<file path="src/rtl/aer_pkg.sv">
// Shared types and helpers for the AER output path.
//  aer_state_t : handshake FSM states of the output controller
//  eoi_addr()  : all-ones address used for the end-of-image event
package aer_pkg;

  typedef enum logic [1:0] {
    IDLE,
    SETUP,
    WAIT_ACK_HI,
    WAIT_ACK_LO
  } aer_state_t;

  // All ones in the low 'width' bits; callers truncate to their address width.
  function automatic logic [31:0] eoi_addr(input int unsigned width);
    if (width >= 32) begin
      return '1;
    end
    return (32'd1 << width) - 32'd1;
  endfunction

endpackage

</file>
<file path="src/rtl/aer_out_ctrl_if.sv">
// Sorter-side and AER-bus-side signals of the output controller.
//  NEXT_INDEX        sorted pixel index from the sorter
//  FOUND_NEXT_INDEX  1-cycle strobe, NEXT_INDEX valid
//  IMAGE_ENCODED     1-cycle strobe, sorter finished the image
//  AEROUT_ACK        asynchronous ACK from the receiver
//  AEROUT_ADDR       registered event address
//  AEROUT_REQ        registered 4-phase request
//  AEROUT_CTRL_BUSY  event in flight, sorter must hold
//  AEROUT_TIMEOUT    sticky ACK-timeout flag
// modport master: the controller; modport slave: sorter plus receiver.
interface aer_out_ctrl_if #(
  parameter int unsigned IMAGE_SIZE_BITS = 3
) ();

  logic [IMAGE_SIZE_BITS:0] NEXT_INDEX;
  logic                     FOUND_NEXT_INDEX;
  logic                     IMAGE_ENCODED;
  logic                     AEROUT_ACK;
  logic [IMAGE_SIZE_BITS:0] AEROUT_ADDR;
  logic                     AEROUT_REQ;
  logic                     AEROUT_CTRL_BUSY;
  logic                     AEROUT_TIMEOUT;

  modport master (
    input  NEXT_INDEX,
    input  FOUND_NEXT_INDEX,
    input  IMAGE_ENCODED,
    input  AEROUT_ACK,
    output AEROUT_ADDR,
    output AEROUT_REQ,
    output AEROUT_CTRL_BUSY,
    output AEROUT_TIMEOUT
  );

  modport slave (
    output NEXT_INDEX,
    output FOUND_NEXT_INDEX,
    output IMAGE_ENCODED,
    output AEROUT_ACK,
    input  AEROUT_ADDR,
    input  AEROUT_REQ,
    input  AEROUT_CTRL_BUSY,
    input  AEROUT_TIMEOUT
  );

endinterface

</file>
<file path="src/rtl/sync_2ff.sv">
// Two-flop synchroniser for a single asynchronous level.
//  CLK  destination clock
//  RST  asynchronous active-high reset, clears both flops
//  d    asynchronous input
//  q    synchronised output, two CLK cycles of latency
module sync_2ff (
  input  logic CLK,
  input  logic RST,
  input  logic d,
  output logic q
);

  logic meta_q;

  always_ff @(posedge CLK or posedge RST) begin
    if (RST) begin
      meta_q <= 1'b0;
      q      <= 1'b0;
    end else begin
      meta_q <= d;
      q      <= meta_q;
    end
  end

endmodule

</file>
<file path="src/rtl/aer_out_ctrl.sv">
// AER output controller: turns each sorted pixel index into one event on an
// asynchronous 4-phase REQ/ACK bus, back-pressures the sorter with BUSY and
// optionally appends an end-of-image event (all-ones address).
//  CLK  clock
//  RST  asynchronous active-high reset
//  bus  master side of aer_out_ctrl_if (sorter inputs, AER outputs, ACK input)
module aer_out_ctrl
  import aer_pkg::*;
#(
  parameter int unsigned IMAGE_SIZE      = 5,
  parameter int unsigned IMAGE_SIZE_BITS = $clog2(IMAGE_SIZE),
  parameter int unsigned ACK_TIMEOUT     = 255,
  parameter bit          EOI_EVENT       = 1'b1
) (
  input  logic          CLK,
  input  logic          RST,
  aer_out_ctrl_if.master bus
);

  localparam int unsigned AW = IMAGE_SIZE_BITS + 1;
  // A zero-width timer is illegal, so ACK_TIMEOUT=0 still keeps one bit.
  localparam int unsigned TW = (ACK_TIMEOUT == 0) ? 1 : $clog2(ACK_TIMEOUT + 1);

  localparam logic [AW-1:0] EOI_ADDR   = AW'(eoi_addr(AW));
  localparam logic [TW:0]   TIMER_LAST = (TW + 1)'(ACK_TIMEOUT);

  aer_state_t    state_q, state_d;
  logic [AW-1:0] addr_q, addr_d;
  logic          req_q, req_d;
  logic          busy_q, busy_d;
  logic          timeout_q, timeout_d;
  logic          eoi_pending_q, eoi_pending_d;
  logic [TW-1:0] timer_q, timer_d;
  logic [TW:0]   timer_inc;
  logic          timer_hit;
  logic          ack_s;

  sync_2ff u_ack_sync (
    .CLK (CLK),
    .RST (RST),
    .d   (bus.AEROUT_ACK),
    .q   (ack_s)
  );

  always_ff @(posedge CLK or posedge RST) begin
    if (RST) begin
      state_q       <= IDLE;
      addr_q        <= '0;
      req_q         <= 1'b0;
      busy_q        <= 1'b0;
      timeout_q     <= 1'b0;
      eoi_pending_q <= 1'b0;
      timer_q       <= '0;
    end else begin
      state_q       <= state_d;
      addr_q        <= addr_d;
      req_q         <= req_d;
      busy_q        <= busy_d;
      timeout_q     <= timeout_d;
      eoi_pending_q <= eoi_pending_d;
      timer_q       <= timer_d;
    end
  end

  always_comb begin
    state_d       = state_q;
    addr_d        = addr_q;
    req_d         = req_q;
    busy_d        = busy_q;
    timeout_d     = timeout_q;
    eoi_pending_d = eoi_pending_q;
    timer_d       = timer_q;
    timer_inc     = {1'b0, timer_q} + 1'b1;
    // Compared against the incremented value so the abort lands exactly
    // ACK_TIMEOUT cycles after entering a wait state.
    timer_hit     = (ACK_TIMEOUT != 0) && (timer_inc == TIMER_LAST);

    unique case (state_q)
      IDLE: begin
        if (bus.FOUND_NEXT_INDEX) begin
          addr_d  = bus.NEXT_INDEX;
          busy_d  = 1'b1;
          state_d = SETUP;
        end else if (eoi_pending_q) begin
          addr_d        = EOI_ADDR;
          busy_d        = 1'b1;
          eoi_pending_d = 1'b0;
          state_d       = SETUP;
        end
      end
      // ADDR was loaded on the previous edge, so it is stable a full cycle before REQ.
      SETUP: begin
        req_d   = 1'b1;
        timer_d = '0;
        state_d = WAIT_ACK_HI;
      end
      WAIT_ACK_HI: begin
        if (ack_s) begin
          req_d   = 1'b0;
          timer_d = '0;
          state_d = WAIT_ACK_LO;
        end else if (timer_hit) begin
          timeout_d = 1'b1;
          req_d     = 1'b0;
          busy_d    = 1'b0;
          timer_d   = '0;
          state_d   = IDLE;
        end else if (ACK_TIMEOUT != 0) begin
          timer_d = timer_inc[TW-1:0];
        end
      end
      WAIT_ACK_LO: begin
        if (!ack_s) begin
          busy_d  = 1'b0;
          state_d = IDLE;
        end else if (timer_hit) begin
          timeout_d = 1'b1;
          busy_d    = 1'b0;
          timer_d   = '0;
          state_d   = IDLE;
        end else if (ACK_TIMEOUT != 0) begin
          timer_d = timer_inc[TW-1:0];
        end
      end
      default: begin
        state_d = IDLE;
      end
    endcase

    // Set after the state logic so a new IMAGE_ENCODED wins over the IDLE clear.
    if (EOI_EVENT && bus.IMAGE_ENCODED) begin
      eoi_pending_d = 1'b1;
    end
  end

  assign bus.AEROUT_ADDR      = addr_q;
  assign bus.AEROUT_REQ       = req_q;
  assign bus.AEROUT_CTRL_BUSY = busy_q;
  assign bus.AEROUT_TIMEOUT   = timeout_q;

endmodule
</file>
<file path="src/flat_wrapper.sv">
// flat-port wrapper written by rule: the top's interface ports become plain ports
module aer_out_ctrl_flat import aer_pkg::*;
#(
  parameter int unsigned IMAGE_SIZE      = 5,
  parameter int unsigned IMAGE_SIZE_BITS = $clog2(IMAGE_SIZE),
  parameter int unsigned ACK_TIMEOUT     = 255,
  parameter bit          EOI_EVENT       = 1'b1
)
  (CLK, RST, bus_NEXT_INDEX, bus_FOUND_NEXT_INDEX, bus_IMAGE_ENCODED, bus_AEROUT_ACK, bus_AEROUT_ADDR, bus_AEROUT_REQ, bus_AEROUT_CTRL_BUSY, bus_AEROUT_TIMEOUT);
  aer_out_ctrl_if #(.IMAGE_SIZE_BITS(IMAGE_SIZE_BITS)) bus_i ();
  input  logic CLK;
  input  logic RST;
  input wire logic [$bits(bus_i.NEXT_INDEX)-1:0] bus_NEXT_INDEX;
  input wire logic [$bits(bus_i.FOUND_NEXT_INDEX)-1:0] bus_FOUND_NEXT_INDEX;
  input wire logic [$bits(bus_i.IMAGE_ENCODED)-1:0] bus_IMAGE_ENCODED;
  input wire logic [$bits(bus_i.AEROUT_ACK)-1:0] bus_AEROUT_ACK;
  output wire logic [$bits(bus_i.AEROUT_ADDR)-1:0] bus_AEROUT_ADDR;
  output wire logic [$bits(bus_i.AEROUT_REQ)-1:0] bus_AEROUT_REQ;
  output wire logic [$bits(bus_i.AEROUT_CTRL_BUSY)-1:0] bus_AEROUT_CTRL_BUSY;
  output wire logic [$bits(bus_i.AEROUT_TIMEOUT)-1:0] bus_AEROUT_TIMEOUT;
  assign bus_i.NEXT_INDEX = bus_NEXT_INDEX;
  assign bus_i.FOUND_NEXT_INDEX = bus_FOUND_NEXT_INDEX;
  assign bus_i.IMAGE_ENCODED = bus_IMAGE_ENCODED;
  assign bus_i.AEROUT_ACK = bus_AEROUT_ACK;
  assign bus_AEROUT_ADDR = bus_i.AEROUT_ADDR;
  assign bus_AEROUT_REQ = bus_i.AEROUT_REQ;
  assign bus_AEROUT_CTRL_BUSY = bus_i.AEROUT_CTRL_BUSY;
  assign bus_AEROUT_TIMEOUT = bus_i.AEROUT_TIMEOUT;
  aer_out_ctrl #(.IMAGE_SIZE(IMAGE_SIZE), .IMAGE_SIZE_BITS(IMAGE_SIZE_BITS), .ACK_TIMEOUT(ACK_TIMEOUT), .EOI_EVENT(EOI_EVENT)) u_core (.CLK(CLK), .RST(RST), .bus(bus_i));
endmodule
</file>
<file path="config.mk">
export PLATFORM = sky130hd
export DESIGN_NAME = aer_out_ctrl_flat
export DESIGN_NICKNAME = d
export VERILOG_FILES = /design/src/rtl/aer_pkg.sv /design/src/rtl/aer_out_ctrl_if.sv /design/src/rtl/sync_2ff.sv /design/src/rtl/aer_out_ctrl.sv /design/src/flat_wrapper.sv
export SDC_FILE = /design/constraint.sdc
export NUM_CORES = 1
export LEC_CHECK = 0
export BUFFER_PORTS_ARGS = -buffer_cell sky130_fd_sc_hd__buf_2
export CAP_MARGIN = 20
export CORE_ASPECT_RATIO = 1.75
export CORE_MARGIN = 2
export CORE_UTILIZATION = 50
export DETAILED_ROUTE_END_ITERATION = 7
export PLACE_DENSITY = 0.8
export SYNTH_ARGS = -nofsm -noshare
export SYNTH_HDL_FRONTEND = slang
export SYNTH_SLANG_ARGS = --single-unit
</file>
<file path="constraint.sdc">
create_clock -name CLK -period 3.9 [get_ports CLK]
set_input_delay 0.195 -clock CLK [delete_from_list [all_inputs] [get_ports CLK]]
set_output_delay 0.195 -clock CLK [all_outputs]
set_load 0.1 [all_outputs]
</file>
==> impl_metrics.yaml <==
clock_tree:
  post-cts-setup-buffer-count: 0
  clockRootBuffer: "clkbuf_8"
  cts_made_buffers: 3
  clk_pin_slew_worst_paths_ns: 0.07
  cts.sinks: 20
  clock_latency_ns: 0.26
  post_cts_resized: 0
  clock_path_buffers: 2
  holdBufCountCts: 0
  cts_max_level: 1
  cts_tree: "built"
synthesis:
  async_flop_share_pct: 100
  syn-num-nets: 136
  netlist_area_mm2: 0.00115
  ys_ff_latch: 20
  synth_cell_types: 43
  synth_compound_area_share_pct: 24.8
  yosysMostFrequentCell: "dfrtp_1"
  syn_inst: 121
  synth_top_family_by_area: "compound AO/OA/AOI/OAI gates"
  synth_warnings: 0
  synthMuxAreaShare_pct: 0
  synthXorXnorAreaFrac_pct: 0
  yosysTopAreaCell: "dfrtp_1"
  synth-simple-area-share_pct: 21.3
  yosysTopAreaCellShare_pct: 43.5
  seq_area_frac_synth_pct: 43.5
  avgSynthCellArea_um2: 9.50
  synthTopCellsByArea: "dfrtp_1 (44%), ha_1 (6.5%), nand2_1 (4.9%), nand3_1 (3.0%), o21ai_0 (3.0%)"
  synth_fa_ha_area_share_pct: 6.53
  ys.flop_type: "dfrtp_1"
  synth_edf_count: 0
  synth_common_cells: "dfrtp_1 (20), nand2_1 (15), nand3_1 (7), o21ai_0 (7)"
place:
  hpwl_um: 2050
  gp_congestion: 0.851
  port_buffers: 15
  dp_slack_ns: 1.63
job:
  maxCapViolCount: 0
floorplan:
  die_x_um: 40.3
  start_util_pct: 51.2
  io_pins: 16
  die_area_mm2: 0.00271
  die_h_um: 67.4
  core-area_mm2: 0.00224
  fp-row-count: 23
grt:
  grt_pass1_wl_um: 4250
  grtUsageTotal_pct: 23.0
  grt_max_degree: 21
  antenna_found_initial: 0
  grt_overflow: 0
  grt_pass1_vias: 1001
pwr:
  combPwrFrac_pct: 54.8
  leakagePower_nw: 0.541
  seqPwrFrac_pct: 31.6
  fin_total_pwr_mw: 0.990
  pwr-share-clk_pct: 13.6
  peakVddDrop_uv: 503
  p_per_area_mw_per_mm2: 775
  switching_share_pct: 53.4
  p_int_mw: 0.462
  switchingPower_mw: 0.528
drt:
  vias: 1034
  drtIter0Drc: 42
  wirelength_um: 2690
  drt_pass1_iterations: 5
  drtAntennaViolNets: 0
  drc: 0
  wl_per_cell_um: 16.8
  vias_per_cell: 6.46
worst_setup_path:
  cp_cell_sequence: "ha_1, nor4bb_1, a22oi_1, a222oi_1, or4_1, o211ai_1"
  reg2reg_from: "u_core.timer_q[0]"
  criticalPathCategory: "register to register"
  cp-end-kind: "register"
  cp_data_arrival_time_ns: 2.40
  path_delay_family: "compound AO/OA/AOI/OAI gates"
  slowest_delay_ns: 0.66
  worst-path-max-fanout: 10
  worstPathRequired_ns: 4.02
  startpoint_type: "register"
  critPathBufInv: 0
  crit_start: "u_core.timer_q[0]"
  critPathSlowestCell: "a222oi_1"
layout:
  num_antenna_cells: 0
  drive_gt1_share_pct: 17.8
  synthToLayoutAreaGrowth_pct: 11.0
  finalNetCount: 152
  fill_cells: 189
status:
  status: "completed"
sta:
  maxSlewViolCount: 0
  finalCritPeriodShare_pct: 58.3
  rsz0062_at_grt: "no"
  setup_tns_ns: 0
  fmax_mhz: 440
  max_slew.worst_pin.slew_ns: 0.765
  slew_headroom_pct: 48.9
  post-route-min-period_ns: 2.27
  finalWorstSetupSlack_ns: 1.63
  setup_viol: 0
  timing_hold_violations_final: 0
  clock_skew_ns: 0.00437
min_path:
  min_from: "bus_AEROUT_ACK"
  hp-class: "input port to register"
[layer usage]
metal  part of all wire (%)  vias up  track usage [%]
met5                      0        -                0
met3                    3.7       12             2.96
met4                    4.0        0             14.2
li1                       -      481                -
met2                     57       37             40.1
met1                     35      504             24.5
[through the flow]
stage	area, um^2	instances	hold WS, ns	util (%)
global route	1280	160	0.0356	56.9
finish	1280	160	0.0419	56.9
CTS	1280	160	0.0414	56.9
floorplan	1150	121	0.159	-
global placement	1230	157	0.303	55.0
detailed placement	1230	157	0.308	55.0
[final cells by class]
| class | instances | area, um^2 | area share, % |
|---|---|---|---|
| clock buffers | 3 | 41.3 | 3.24 |
| inverters | 6 | 22.5 | 1.76 |
| multi-input cells | 91 | 606 | 47.5 |
| flip-flops and latches | 20 | 500 | 39.2 |
| well taps | 25 | 31.3 | 2.45 |
| repair buffers | 15 | 75.1 | 5.88 |
[sequential cells by signal (all words and copies together) (netlist names)]
register / flops
u_core.u_ack_sync.q: 1
u_core.u_ack_sync.meta_q: 1
u_core.bus.AEROUT_ADDR: 4
u_core.state_q: 2
u_core.bus.AEROUT_REQ: 1
u_core.bus.AEROUT_CTRL_BUSY: 1
u_core.timer_q: 8
u_core.bus.AEROUT_TIMEOUT: 1
u_core.eoi_pending_q: 1
[power groups by stage]
| stage | registers (mW) | logic (mW) | clock network, mW |
|---|---|---|---|
| 4_1_cts | 0.312 | 0.542 | 0.138 |
| 2_1_floorplan | 0.507 | 0.241 | 0 |
| 3_3_place_gp | 0.310 | 0.523 | 0 |
| 6_report | 0.313 | 0.542 | 0.134 |
| 5_1_grt | 0.320 | 0.578 | 0.145 |
| 3_5_place_dp | 0.315 | 0.540 | 0 |
[cell usage in the layout, fill, tap and decap left out, drive strengths merged]
cell	count
inv	6
a22o	3
a211o	1
o31ai	1
nand4	2
a21o	3
a21oi	3
nor3	1
o221a	1
or2	1
o21bai	1
nor2	4
or4	1
a21boi	1
or3	3
buf	15
o21ai	8
and4b	1
o22a	4
nand2	15
o2111ai	1
o22ai	1
a2111oi	1
ha	6
and2	2
a31oi	1
o211ai	4
nand3	7
dfrtp	20
nand2b	2
nor2b	4
a222oi	1
and3b	1
clkbuf	3
a22oi	2
and3	1
a41oi	1
o32ai	1
nor4bb	1
[cells by family after synthesis]
kind of cell               Yosys count
adders and majority gates            6
buffers and inverters               10
and+or+nand+nor                     46
AOI/OAI and AO/OA                   39
DFF                                 20
[worst paths after layout]
kind	cells after the start	slack, ns	endpoint
setup reg to reg	6	1.63	u_core.timer_q[3]
max in group asynchronous	2	3.36	u_core.timer_q[4]
hold reg to reg	0	0.35	u_core.u_ack_sync.q
hold / removal	1	0.04	u_core.u_ack_sync.meta_q
min in group asynchronous	2	0.06	u_core.bus.AEROUT_ADDR[2]
setup / recovery	6	1.63	u_core.timer_q[3]
[worst reg2reg max path: cells and delay by family, from the launching register on]
family	cells	cell delay [ns]
and+or+nand+nor	2	0.50
adders and majority gates	1	0.32
DFF	1	0.47
AOI/OAI and AO/OA	3	0.86
No activity file was read; power rests on OpenSTA's default activity.
